`src/rtl/hazard_forward_unit_if.sv`:
```
// hazard_forward_unit_if: pipeline-register fields in, hazard/forward controls out
interface hazard_forward_unit_if #(
    parameter int REG_AW = 5,
    parameter int NUM_RS = 2,
    parameter int CNT_W  = 16
);
    logic                     IFID_valid;
    logic [NUM_RS*REG_AW-1:0] IFID_rs;
    logic [REG_AW-1:0]        IFID_rd;
    logic                     IFID_RegWrite;
    logic [NUM_RS*REG_AW-1:0] IDEX_rs;
    logic [REG_AW-1:0]        IDEX_rd;
    logic                     IDEX_MemRead;
    logic                     IDEX_is_md;
    logic [REG_AW-1:0]        EXMEM_rd;
    logic                     EXMEM_RegWrite;
    logic [REG_AW-1:0]        MEMWB_rd;
    logic                     MEMWB_RegWrite;
    logic [NUM_RS*2-1:0]      ForwardSel;
    logic                     stall;
    logic                     flush_idex;
    logic                     ex_hold;
    logic                     md_busy;
    logic                     md_done;
    logic [REG_AW-1:0]        md_rd;
    logic [CNT_W-1:0]         stall_cycles;

    modport master (
        output IFID_valid, IFID_rs, IFID_rd, IFID_RegWrite, IDEX_rs, IDEX_rd, IDEX_MemRead,
               IDEX_is_md, EXMEM_rd, EXMEM_RegWrite, MEMWB_rd, MEMWB_RegWrite,
        input  ForwardSel, stall, flush_idex, ex_hold, md_busy, md_done, md_rd, stall_cycles
    );
    modport slave (
        input  IFID_valid, IFID_rs, IFID_rd, IFID_RegWrite, IDEX_rs, IDEX_rd, IDEX_MemRead,
               IDEX_is_md, EXMEM_rd, EXMEM_RegWrite, MEMWB_rd, MEMWB_RegWrite,
        output ForwardSel, stall, flush_idex, ex_hold, md_busy, md_done, md_rd, stall_cycles
    );
endinterface

```
`src/rtl/hazard_forward_unit.sv`:
```
// hazard_forward_unit: ALU forwarding, load-use and multi-cycle hazard control, stall counter
module hazard_forward_unit #(
    parameter int REG_AW = 5,
    parameter int NUM_RS = 2,
    parameter int MD_LAT = 4,
    parameter int CNT_W  = 16
) (
    input logic clk,
    input logic rst,
    hazard_forward_unit_if.slave bus
);
    typedef enum logic [1:0] {IDLE, BUSY, DONE} state_t;

    state_t            state, state_n;
    logic [7:0]        cnt, cnt_n;
    logic [REG_AW-1:0] md_rd_q;
    logic [CNT_W-1:0]  sc_q;
    logic [NUM_RS*2-1:0] fwd;
    logic              lu_hit, raw_hit, waw_hit, dep, struct_h, issue, stall_i;

    always_comb begin
        fwd = '0;
        for (int i = 0; i < NUM_RS; i++) begin
            fwd[2*i +: 2] =
                (bus.EXMEM_RegWrite && bus.EXMEM_rd != '0 && bus.EXMEM_rd == bus.IDEX_rs[i*REG_AW +: REG_AW]) ? 2'b10 :
                (bus.MEMWB_RegWrite && bus.MEMWB_rd != '0 && bus.MEMWB_rd == bus.IDEX_rs[i*REG_AW +: REG_AW]) ? 2'b01 : 2'b00;
        end
    end

    always_comb begin
        lu_hit  = 1'b0;
        raw_hit = 1'b0;
        for (int i = 0; i < NUM_RS; i++) begin
            lu_hit  = lu_hit  | (bus.IFID_rs[i*REG_AW +: REG_AW] == bus.IDEX_rd);
            raw_hit = raw_hit | (bus.IFID_rs[i*REG_AW +: REG_AW] == md_rd_q);
        end
    end

    // MD checks cover DONE too, so a dependent instruction reads the written-back value in IDLE
    assign waw_hit  = bus.IFID_RegWrite && bus.IFID_rd == md_rd_q;
    assign dep      = bus.IFID_valid &&
                      ((bus.IDEX_MemRead && bus.IDEX_rd != '0 && lu_hit) ||
                       (state != IDLE && md_rd_q != '0 && (raw_hit || waw_hit)));
    assign struct_h = bus.IDEX_is_md && state == BUSY;
    assign issue    = bus.IDEX_is_md && state != BUSY;
    assign stall_i  = dep || struct_h;

    // Loading MD_LAT-2 makes DONE land exactly MD_LAT cycles after the issue cycle
    always_comb begin
        state_n = state;
        cnt_n   = cnt;
        if (state == BUSY) begin
            state_n = cnt == 8'd0 ? DONE : BUSY;
            cnt_n   = cnt == 8'd0 ? cnt : cnt - 8'd1;
        end else if (state == DONE) begin
            state_n = IDLE;
        end
        if (issue) begin
            state_n = BUSY;
            cnt_n   = 8'(MD_LAT - 2);
        end
    end

    always_ff @(posedge clk) begin
        if (rst) begin
            state   <= IDLE;
            cnt     <= 8'd0;
            md_rd_q <= '0;
            sc_q    <= '0;
        end else begin
            state <= state_n;
            cnt   <= cnt_n;
            if (issue) md_rd_q <= bus.IDEX_rd;
            if (stall_i && sc_q != '1) sc_q <= sc_q + CNT_W'(1);
        end
    end

    assign bus.ForwardSel   = fwd;
    assign bus.stall        = stall_i;
    assign bus.flush_idex   = dep && !struct_h;
    assign bus.ex_hold      = struct_h;
    assign bus.md_busy      = state != IDLE;
    assign bus.md_done      = state == DONE;
    assign bus.md_rd        = md_rd_q;
    assign bus.stall_cycles = sc_q;
endmodule

```
`src/flat_wrapper.sv`:
```
// flat-port wrapper written by rule: the top's interface ports become plain ports
module hazard_forward_unit_flat 
#(
    parameter int REG_AW = 5,
    parameter int NUM_RS = 2,
    parameter int MD_LAT = 4,
    parameter int CNT_W  = 16
)
  (clk, rst, bus_IFID_valid, bus_IFID_rs, bus_IFID_rd, bus_IFID_RegWrite, bus_IDEX_rs, bus_IDEX_rd, bus_IDEX_MemRead, bus_IDEX_is_md, bus_EXMEM_rd, bus_EXMEM_RegWrite, bus_MEMWB_rd, bus_MEMWB_RegWrite, bus_ForwardSel, bus_stall, bus_flush_idex, bus_ex_hold, bus_md_busy, bus_md_done, bus_md_rd, bus_stall_cycles);
  hazard_forward_unit_if #(.REG_AW(REG_AW), .NUM_RS(NUM_RS), .CNT_W(CNT_W)) bus_i ();
  input logic clk;
  input logic rst;
  input wire logic [$bits(bus_i.IFID_valid)-1:0] bus_IFID_valid;
  input wire logic [$bits(bus_i.IFID_rs)-1:0] bus_IFID_rs;
  input wire logic [$bits(bus_i.IFID_rd)-1:0] bus_IFID_rd;
  input wire logic [$bits(bus_i.IFID_RegWrite)-1:0] bus_IFID_RegWrite;
  input wire logic [$bits(bus_i.IDEX_rs)-1:0] bus_IDEX_rs;
  input wire logic [$bits(bus_i.IDEX_rd)-1:0] bus_IDEX_rd;
  input wire logic [$bits(bus_i.IDEX_MemRead)-1:0] bus_IDEX_MemRead;
  input wire logic [$bits(bus_i.IDEX_is_md)-1:0] bus_IDEX_is_md;
  input wire logic [$bits(bus_i.EXMEM_rd)-1:0] bus_EXMEM_rd;
  input wire logic [$bits(bus_i.EXMEM_RegWrite)-1:0] bus_EXMEM_RegWrite;
  input wire logic [$bits(bus_i.MEMWB_rd)-1:0] bus_MEMWB_rd;
  input wire logic [$bits(bus_i.MEMWB_RegWrite)-1:0] bus_MEMWB_RegWrite;
  output wire logic [$bits(bus_i.ForwardSel)-1:0] bus_ForwardSel;
  output wire logic [$bits(bus_i.stall)-1:0] bus_stall;
  output wire logic [$bits(bus_i.flush_idex)-1:0] bus_flush_idex;
  output wire logic [$bits(bus_i.ex_hold)-1:0] bus_ex_hold;
  output wire logic [$bits(bus_i.md_busy)-1:0] bus_md_busy;
  output wire logic [$bits(bus_i.md_done)-1:0] bus_md_done;
  output wire logic [$bits(bus_i.md_rd)-1:0] bus_md_rd;
  output wire logic [$bits(bus_i.stall_cycles)-1:0] bus_stall_cycles;
  assign bus_i.IFID_valid = bus_IFID_valid;
  assign bus_i.IFID_rs = bus_IFID_rs;
  assign bus_i.IFID_rd = bus_IFID_rd;
  assign bus_i.IFID_RegWrite = bus_IFID_RegWrite;
  assign bus_i.IDEX_rs = bus_IDEX_rs;
  assign bus_i.IDEX_rd = bus_IDEX_rd;
  assign bus_i.IDEX_MemRead = bus_IDEX_MemRead;
  assign bus_i.IDEX_is_md = bus_IDEX_is_md;
  assign bus_i.EXMEM_rd = bus_EXMEM_rd;
  assign bus_i.EXMEM_RegWrite = bus_EXMEM_RegWrite;
  assign bus_i.MEMWB_rd = bus_MEMWB_rd;
  assign bus_i.MEMWB_RegWrite = bus_MEMWB_RegWrite;
  assign bus_ForwardSel = bus_i.ForwardSel;
  assign bus_stall = bus_i.stall;
  assign bus_flush_idex = bus_i.flush_idex;
  assign bus_ex_hold = bus_i.ex_hold;
  assign bus_md_busy = bus_i.md_busy;
  assign bus_md_done = bus_i.md_done;
  assign bus_md_rd = bus_i.md_rd;
  assign bus_stall_cycles = bus_i.stall_cycles;
  hazard_forward_unit #(.REG_AW(REG_AW), .NUM_RS(NUM_RS), .MD_LAT(MD_LAT), .CNT_W(CNT_W)) u_core (.clk(clk), .rst(rst), .bus(bus_i));
endmodule
```
`config.mk`:
```
export PLATFORM = sky130hd
export DESIGN_NAME = hazard_forward_unit_flat
export DESIGN_NICKNAME = d
export VERILOG_FILES = /design/src/rtl/hazard_forward_unit_if.sv /design/src/rtl/hazard_forward_unit.sv /design/src/flat_wrapper.sv
export SDC_FILE = /design/constraint.sdc
export NUM_CORES = 1
export LEC_CHECK = 0
export CORE_MARGIN = 1
export CORE_UTILIZATION = 48
export CTS_CLUSTER_DIAMETER = 120
export DETAILED_ROUTE_END_ITERATION = 10
export PLACE_DENSITY = 0.95
export SYNTH_ARGS = -nofsm -noshare
export SYNTH_HDL_FRONTEND = slang
export SYNTH_SLANG_ARGS = --single-unit
```
`constraint.sdc`:
```
create_clock -name clk -period 5.5 [get_ports clk]
set_clock_uncertainty 0.15 [all_clocks]
set_input_delay 0.55 -clock clk [delete_from_list [all_inputs] [get_ports clk]]
set_output_delay 0.55 -clock clk [all_outputs]
set_load 0.01 [all_outputs]
```
# [After elaboration in Yosys (flattened, before gate mapping)]
# Cells that the tools add are included.
[op_classes] eq_ne=14 n_bitwise=3 addsub=2 n_mux=11 reduce_logical=32
[ops] cell="$eq 5x5->1" count=9
[ops] cell="$reduce_bool 5->1" count=4
[ops] cell="$add 16x1->16 const B" count=1
[ops] cell="$logic_and 1x1->1" count=16
[ops] cell="$mux 2" count=8
[ops] cell="$ne 16x16->1 const B" count=1
[ops] cell="$logic_not 8->1" count=1
[ops] cell="$sub 8x1->8 const B" count=1
[ops] cell="$reduce_bool 2->1" count=3
[ops] cell="$ne 2x1->1 const B" count=2
[ops] cell="$reduce_and 2->1" count=2
[ops] cell="$logic_or 1x1->1" count=3
[ops] cell="$mux 1" count=3
[ops] cell="$reduce_bool 3->1" count=1
[ops] cell="$eq 2x1->1 const B" count=1
[ops] cell="$eq 2x2->1 const B" count=1
[ops] cell="$or 1x1->1" count=2
[ops] cell="$reduce_or 2->1" count=1
[ops] cell="$logic_not 1->1" count=1
[ops] cell="$not 1->1" count=1
[totals] output_inout_bits=30 ff_bits=31 in_bits=48 word_cells=68

# [Longest topological paths before layout]
[depth] ltp_word=8 mapped_depth=9

# [Worst setup path before layout]
# No wires, ideal clock.
[synth_timing] kind="input to output" start="input port bus_EXMEM_rd[1]" end="output port bus_ForwardSel[2]" n_path_buf=0 cell_stages=4 t_arrival_ns=1.789 required_ns=4.800 path_slack_ns=3.011 cell_sequence="or4_1 -> o21ai_1 -> nor4_1 -> nor4_1"
[synth_via] elab_chain_len=4
[synth_lines] element="start: declaration" line="flat_wrapper.sv:21" text="input wire logic [$bits(bus_i.EXMEM_rd)-1:0] bus_EXMEM_rd;"
[synth_lines] element="$reduce_bool 5->1" line="hazard_forward_unit.sv:25" text="(bus.EXMEM_RegWrite && bus.EXMEM_rd != '0 && bus.EXMEM_rd == bus.IDEX_rs[i*REG_AW +: REG_AW]) ? 2'b10 :"
[synth_lines] element="$logic_and 1x1->1" line="hazard_forward_unit.sv:25"
[synth_lines] element="$logic_and 1x1->1 *" line="hazard_forward_unit.sv:25"
[synth_lines] element="$mux 2 *" line="hazard_forward_unit.sv:25"
[synth_lines] element="end: declaration" line="flat_wrapper.sv:25" text="output wire logic [$bits(bus_i.ForwardSel)-1:0] bus_ForwardSel;"
# Mark *: on every way between the ends. The rest lies on a longest branch, timed or not.

# [Final worst setup path]
[layout_timing] start="input port bus_IDEX_rd[2]" end="output port bus_stall"
[layout_via] elab_chain_len=6
[layout_lines] element="start: declaration" line="flat_wrapper.sv:18" text="input wire logic [$bits(bus_i.IDEX_rd)-1:0] bus_IDEX_rd;"
[layout_lines] element="$eq 5x5->1 / $reduce_bool 5->1 (equally long branches)" line="hazard_forward_unit.sv:34, hazard_forward_unit.sv:42"
[layout_lines] element="$or 1x1->1 / $logic_and 1x1->1 (equally long branches)" line="hazard_forward_unit.sv:34, hazard_forward_unit.sv:42"
[layout_lines] element="$logic_and 1x1->1 *" line="hazard_forward_unit.sv:42" text="((bus.IDEX_MemRead && bus.IDEX_rd != '0 && lu_hit) ||"
[layout_lines] element="$logic_or 1x1->1 *" line="hazard_forward_unit.sv:42"
[layout_lines] element="$logic_and 1x1->1 *" line="hazard_forward_unit.sv:41" text="assign dep = bus.IFID_valid &&"
[layout_lines] element="$logic_or 1x1->1 *" line="hazard_forward_unit.sv:46" text="assign stall_i = dep || struct_h;"
[layout_lines] element="end: declaration" line="flat_wrapper.sv:26" text="output wire logic [$bits(bus_i.stall)-1:0] bus_stall;"
# Marked as above.

==> results.md <==
Layout:
- The number of antenna diodes is 0.
- In the final design database the tool counted 389 nets.
- The sequential cell area is 621 sq um.
- The fraction of final layout cells with drive strength greater than 1 is 2.99%.
- The total area of multi-input combinational cells is 0.00139 sq mm.
- Fill cells in the final layout number 340.
- The layout overhead on the synthesized area is 39.9%.

Worst setup path:
- The nature of the critical path endpoint is a primary output.
- Traced cell by cell, the critical path runs through clkdlybuf4s50_1, xor2_1, nor3_1, a22oi_1, o31ai_4, nor2_1, inv_1, clkdlybuf4s50_1.
- Together, buffers and inverters on the worst path number 3.
- Broken down by cell family, the worst path's largest delay share belongs to buffers and inverters.
- For the worst setup path, the data required time is 4.80 ns.
- The largest individual stage delay along the critical path comes from the cell sky130_fd_sc_hd__clkdlybuf4s50_1.
- The delay of the slowest critical-path stage is 0.53 ns.
- The path depth of the worst reg2reg path is 7.
- The number of cells on the critical path is 8.
- The maximum fanout along the worst path is 5.
- The setup path with the least slack is of type in -> out.
- The worst setup path is launched from a primary input.
- For the worst setup path, the data arrival time is 2.83 ns.
- The critical path's most frequent cell is sky130_fd_sc_hd__clkdlybuf4s50_1.

Place:
- The congestion estimate from routability-driven global placement came to 0.882.
- The detailed placement HPWL is 4220 um.
- Buffers placed on the I/O ports in this run total 77.
- The worst setup timing slack at the placement stage is 1.99 ns.

Drt:
- The number of remaining DRC errors is 0.
- The average vias per placed instance is 5.42.
- The initial detailed-routing violation count is 61.
- The iteration count of the initial detailed-routing pass is 6.
- The routed design has 5420 um of wire.
- The detail route stage leaves a number of antenna-violating nets equal to 0.
- Dividing the detail-routed wire length by the instance count gives 14.1 um.
- The number of vias in the routed layout is 2,087.

Synth:
- The cell area after synthesis is 0.00212 sq mm.
- The sequential area share after synthesis is 29.2%.
- The count of state elements after synthesis is 31.
- Among all flip-flop cells after synthesis, the most frequent one is sky130_fd_sc_hd__dfxtp_1.
- The portion of synthesized cell area occupied by the leading cell type is 29.2%.
- The synthesized design contains 0 enable-type register cells.
- The number of nets handed over by synthesis was 314.
- The count of distinct cell types in the synthesized netlist is 39.
- By area the synthesized netlist is led by sky130_fd_sc_hd__dfxtp_1, sky130_fd_sc_hd__xor2_1, sky130_fd_sc_hd__xnor2_1.
- After synthesis, the most frequently instantiated cells are sky130_fd_sc_hd__xor2_1, sky130_fd_sc_hd__dfxtp_1, sky130_fd_sc_hd__a21oi_1, sky130_fd_sc_hd__xnor2_1, sky130_fd_sc_hd__nand2_1.
- The cell taking the most area after synthesis is sky130_fd_sc_hd__dfxtp_1.
- The share of flip-flops with an asynchronous set or reset is 0%.
- Yosys instantiated no cell more often than sky130_fd_sc_hd__xor2_1.
- The count of mapped cells out of synthesis is 261.
- The average cell area after synthesis is 8.14 sq um.
- During synthesis, Yosys emitted a total of 0 warnings.

Timing:
- Timing would allow up to 284 MHz.
- In this run the tightest slew margin relative to its limit is 45.2%.
- The post-layout worst setup margin is 1.97 ns.
- After routing, the total negative slack on setup checks comes to 0 ns.
- The number of max-slew violations in the final report is 0.
- The measured slew at the worst slew-check pin is 0.820 ns.
- Setup repair after global routing left no endpoint under its margin.
- The number of failing hold endpoints at the final stage came to 0.
- The routed design could run at a clock period as short as 3.53 ns.
- The final critical-path share of the clock period is 64.1%.
- Setup violations remaining at the end of the flow were counted as 0.

Power:
- The worst ir drop on vdd is 0.155 mV.
- The power density normalized to cell area is 221 mW/mm^2.
- The leakage power total is 1.11 nW.

Floorplanning:
- The area of the core is 0.00412 sq mm.
- The die is 68.5 um wide.
- For this configuration, the core starts out at a cell density of 51.6%.
- The total die area is 0.00470 sq mm.
- The height of the die is 68.5 um.
- The number of standard-cell rows in the floorplan is 23.
- For this design the top-level I/O count stands at 78.

Global route:
- For this run the aggregate overflow at the end of global routing stands at 0.
- Global routing used 24.1% of the available tracks across all layers.
- Entering global routing, the biggest net connects 24 pins.
- The initial antenna violation count is 0.
- The via count of the first global-routing pass is 2,017.
- The first global-routing pass estimated 8650 um of wire.

Clocking:
- TritonCTS built the clock tree.
- Counting the buffers created by CTS gives 5.
- The number of hold buffers added after CTS is 0.
- The clock root buffer is sky130_fd_sc_hd__clkbuf_8.
- The number of levels the H-tree was split into is 2.
- The number of setup buffers added after CTS is 0.
- The tree built by TritonCTS fans out to 31 sinks.
- Clock-pin slew was measured on the worst setup and hold paths at 0.06 ns.
- The clock reaches the later pin of the worst-skew pair after 0.28 ns.
- The post-cts resize count is 0.
- The maximum clock path buffer count is 2.

Status:
- The flow ran to the end, and the final reports show no timing, DRC or antenna violations.

Min path:
- In this run the worst hold path is classified as reg -> reg.
- The number of cells on the worst hold path is 2.

Flow run:
- The tool flagged a number of max-cap violations equal to 0.
-- path summary, 6_finish.rpt --
kind / from / endpoint / slack (ns)
max: bus_IDEX_rd[2] / bus_stall / 1.97
min: u_core.state[1] / u_core.state[1] / 0.35
max reg2reg: u_core.bus.md_rd[2] / u_core.bus.stall_cycles[5] / 3.01
min reg2reg: u_core.state[1] / u_core.state[1] / 0.35
-- flip-flops by register name (all words and copies together), names as in the netlist --
register / count
u_core.bus.stall_cycles: 16
u_core.cnt: 8
u_core.bus.md_rd: 5
u_core.state: 2
-- cell type report --
class	count	share of cell area [%]
clock buffer	6	2.44
inverter	15	1.89
multi-input combinational	206	46.7
sequential	31	20.9
tap	50	2.11
timing repair buffer	77	25.9
-- cells in the final DEF (no fill, tap or decap), types with 3 or more instances in the layout --
cell	n
sky130_fd_sc_hd__clkdlybuf4s50_1	77
sky130_fd_sc_hd__xor2_1	32
sky130_fd_sc_hd__dfxtp_1	31
sky130_fd_sc_hd__xnor2_1	21
sky130_fd_sc_hd__a21oi_1	21
sky130_fd_sc_hd__nand2_1	19
sky130_fd_sc_hd__nor2_1	17
sky130_fd_sc_hd__inv_1	15
sky130_fd_sc_hd__nand3_1	14
sky130_fd_sc_hd__or3_1	10
sky130_fd_sc_hd__nor3_1	9
sky130_fd_sc_hd__o21ai_1	7
sky130_fd_sc_hd__o21ai_0	7
sky130_fd_sc_hd__or4_1	6
sky130_fd_sc_hd__nor4_1	6
sky130_fd_sc_hd__and3_1	6
sky130_fd_sc_hd__ha_1	5
sky130_fd_sc_hd__clkbuf_8	5
sky130_fd_sc_hd__nand2b_1	3
sky130_fd_sc_hd__and2_1	3
-- worst reg2reg max path, stage by stage, from the launching register on --
cell and delay (ns):
sky130_fd_sc_hd__dfxtp_1 0.50, sky130_fd_sc_hd__xor2_1 0.12, sky130_fd_sc_hd__nor4_1 0.36, sky130_fd_sc_hd__and3_1 0.25, sky130_fd_sc_hd__o311a_4 0.26, sky130_fd_sc_hd__o21ai_4 0.14
sky130_fd_sc_hd__or4_1 0.50, sky130_fd_sc_hd__a21oi_1 0.14
-- through the flow --
step                      cell area [sq um]  hold slack (ns)  util (%)  cells  total power [mW]
after global routing                   2970            0.375      72.2    385             0.695
final                                  2970            0.349      72.2    385             0.656
after detailed placement               2900            0.340      70.4    379             0.499
after CTS                              2970            0.349      72.2    385             0.659
after floorplan                        2120            0.312         -    261             0.411
after global placement                 2900            0.328      70.4    379             0.488
-- per-layer routing --
layer  GRT usage (%)  routed length [um]
met5               0                   0
met4            9.11                  71
met3            4.77                 412
met2            44.9                2620
met1            26.7                2320
-- power breakdown --
part	internal [mW]	leakage, nW	total [mW]	switching [mW]
clock network	0.0841	0.0371	0.161	0.0767
registers	0.243	0.252	0.265	0.0215
logic	0.120	0.820	0.231	0.111
-- kinds of logic after synthesis --
family / Yosys count / share of synthesized area (%)
adder cells (fa/ha/maj): 5 / 2.94
multiplexers: 2 / 1.00
AND/OR/NAND/NOR: 98 / 24.3
AO/OA/AOI/OAI: 48 / 15.3
flip-flops: 31 / 29.2
XOR/XNOR: 53 / 21.8
buffers and inverters: 24 / 5.42
(Power assumes the default switching activity.)
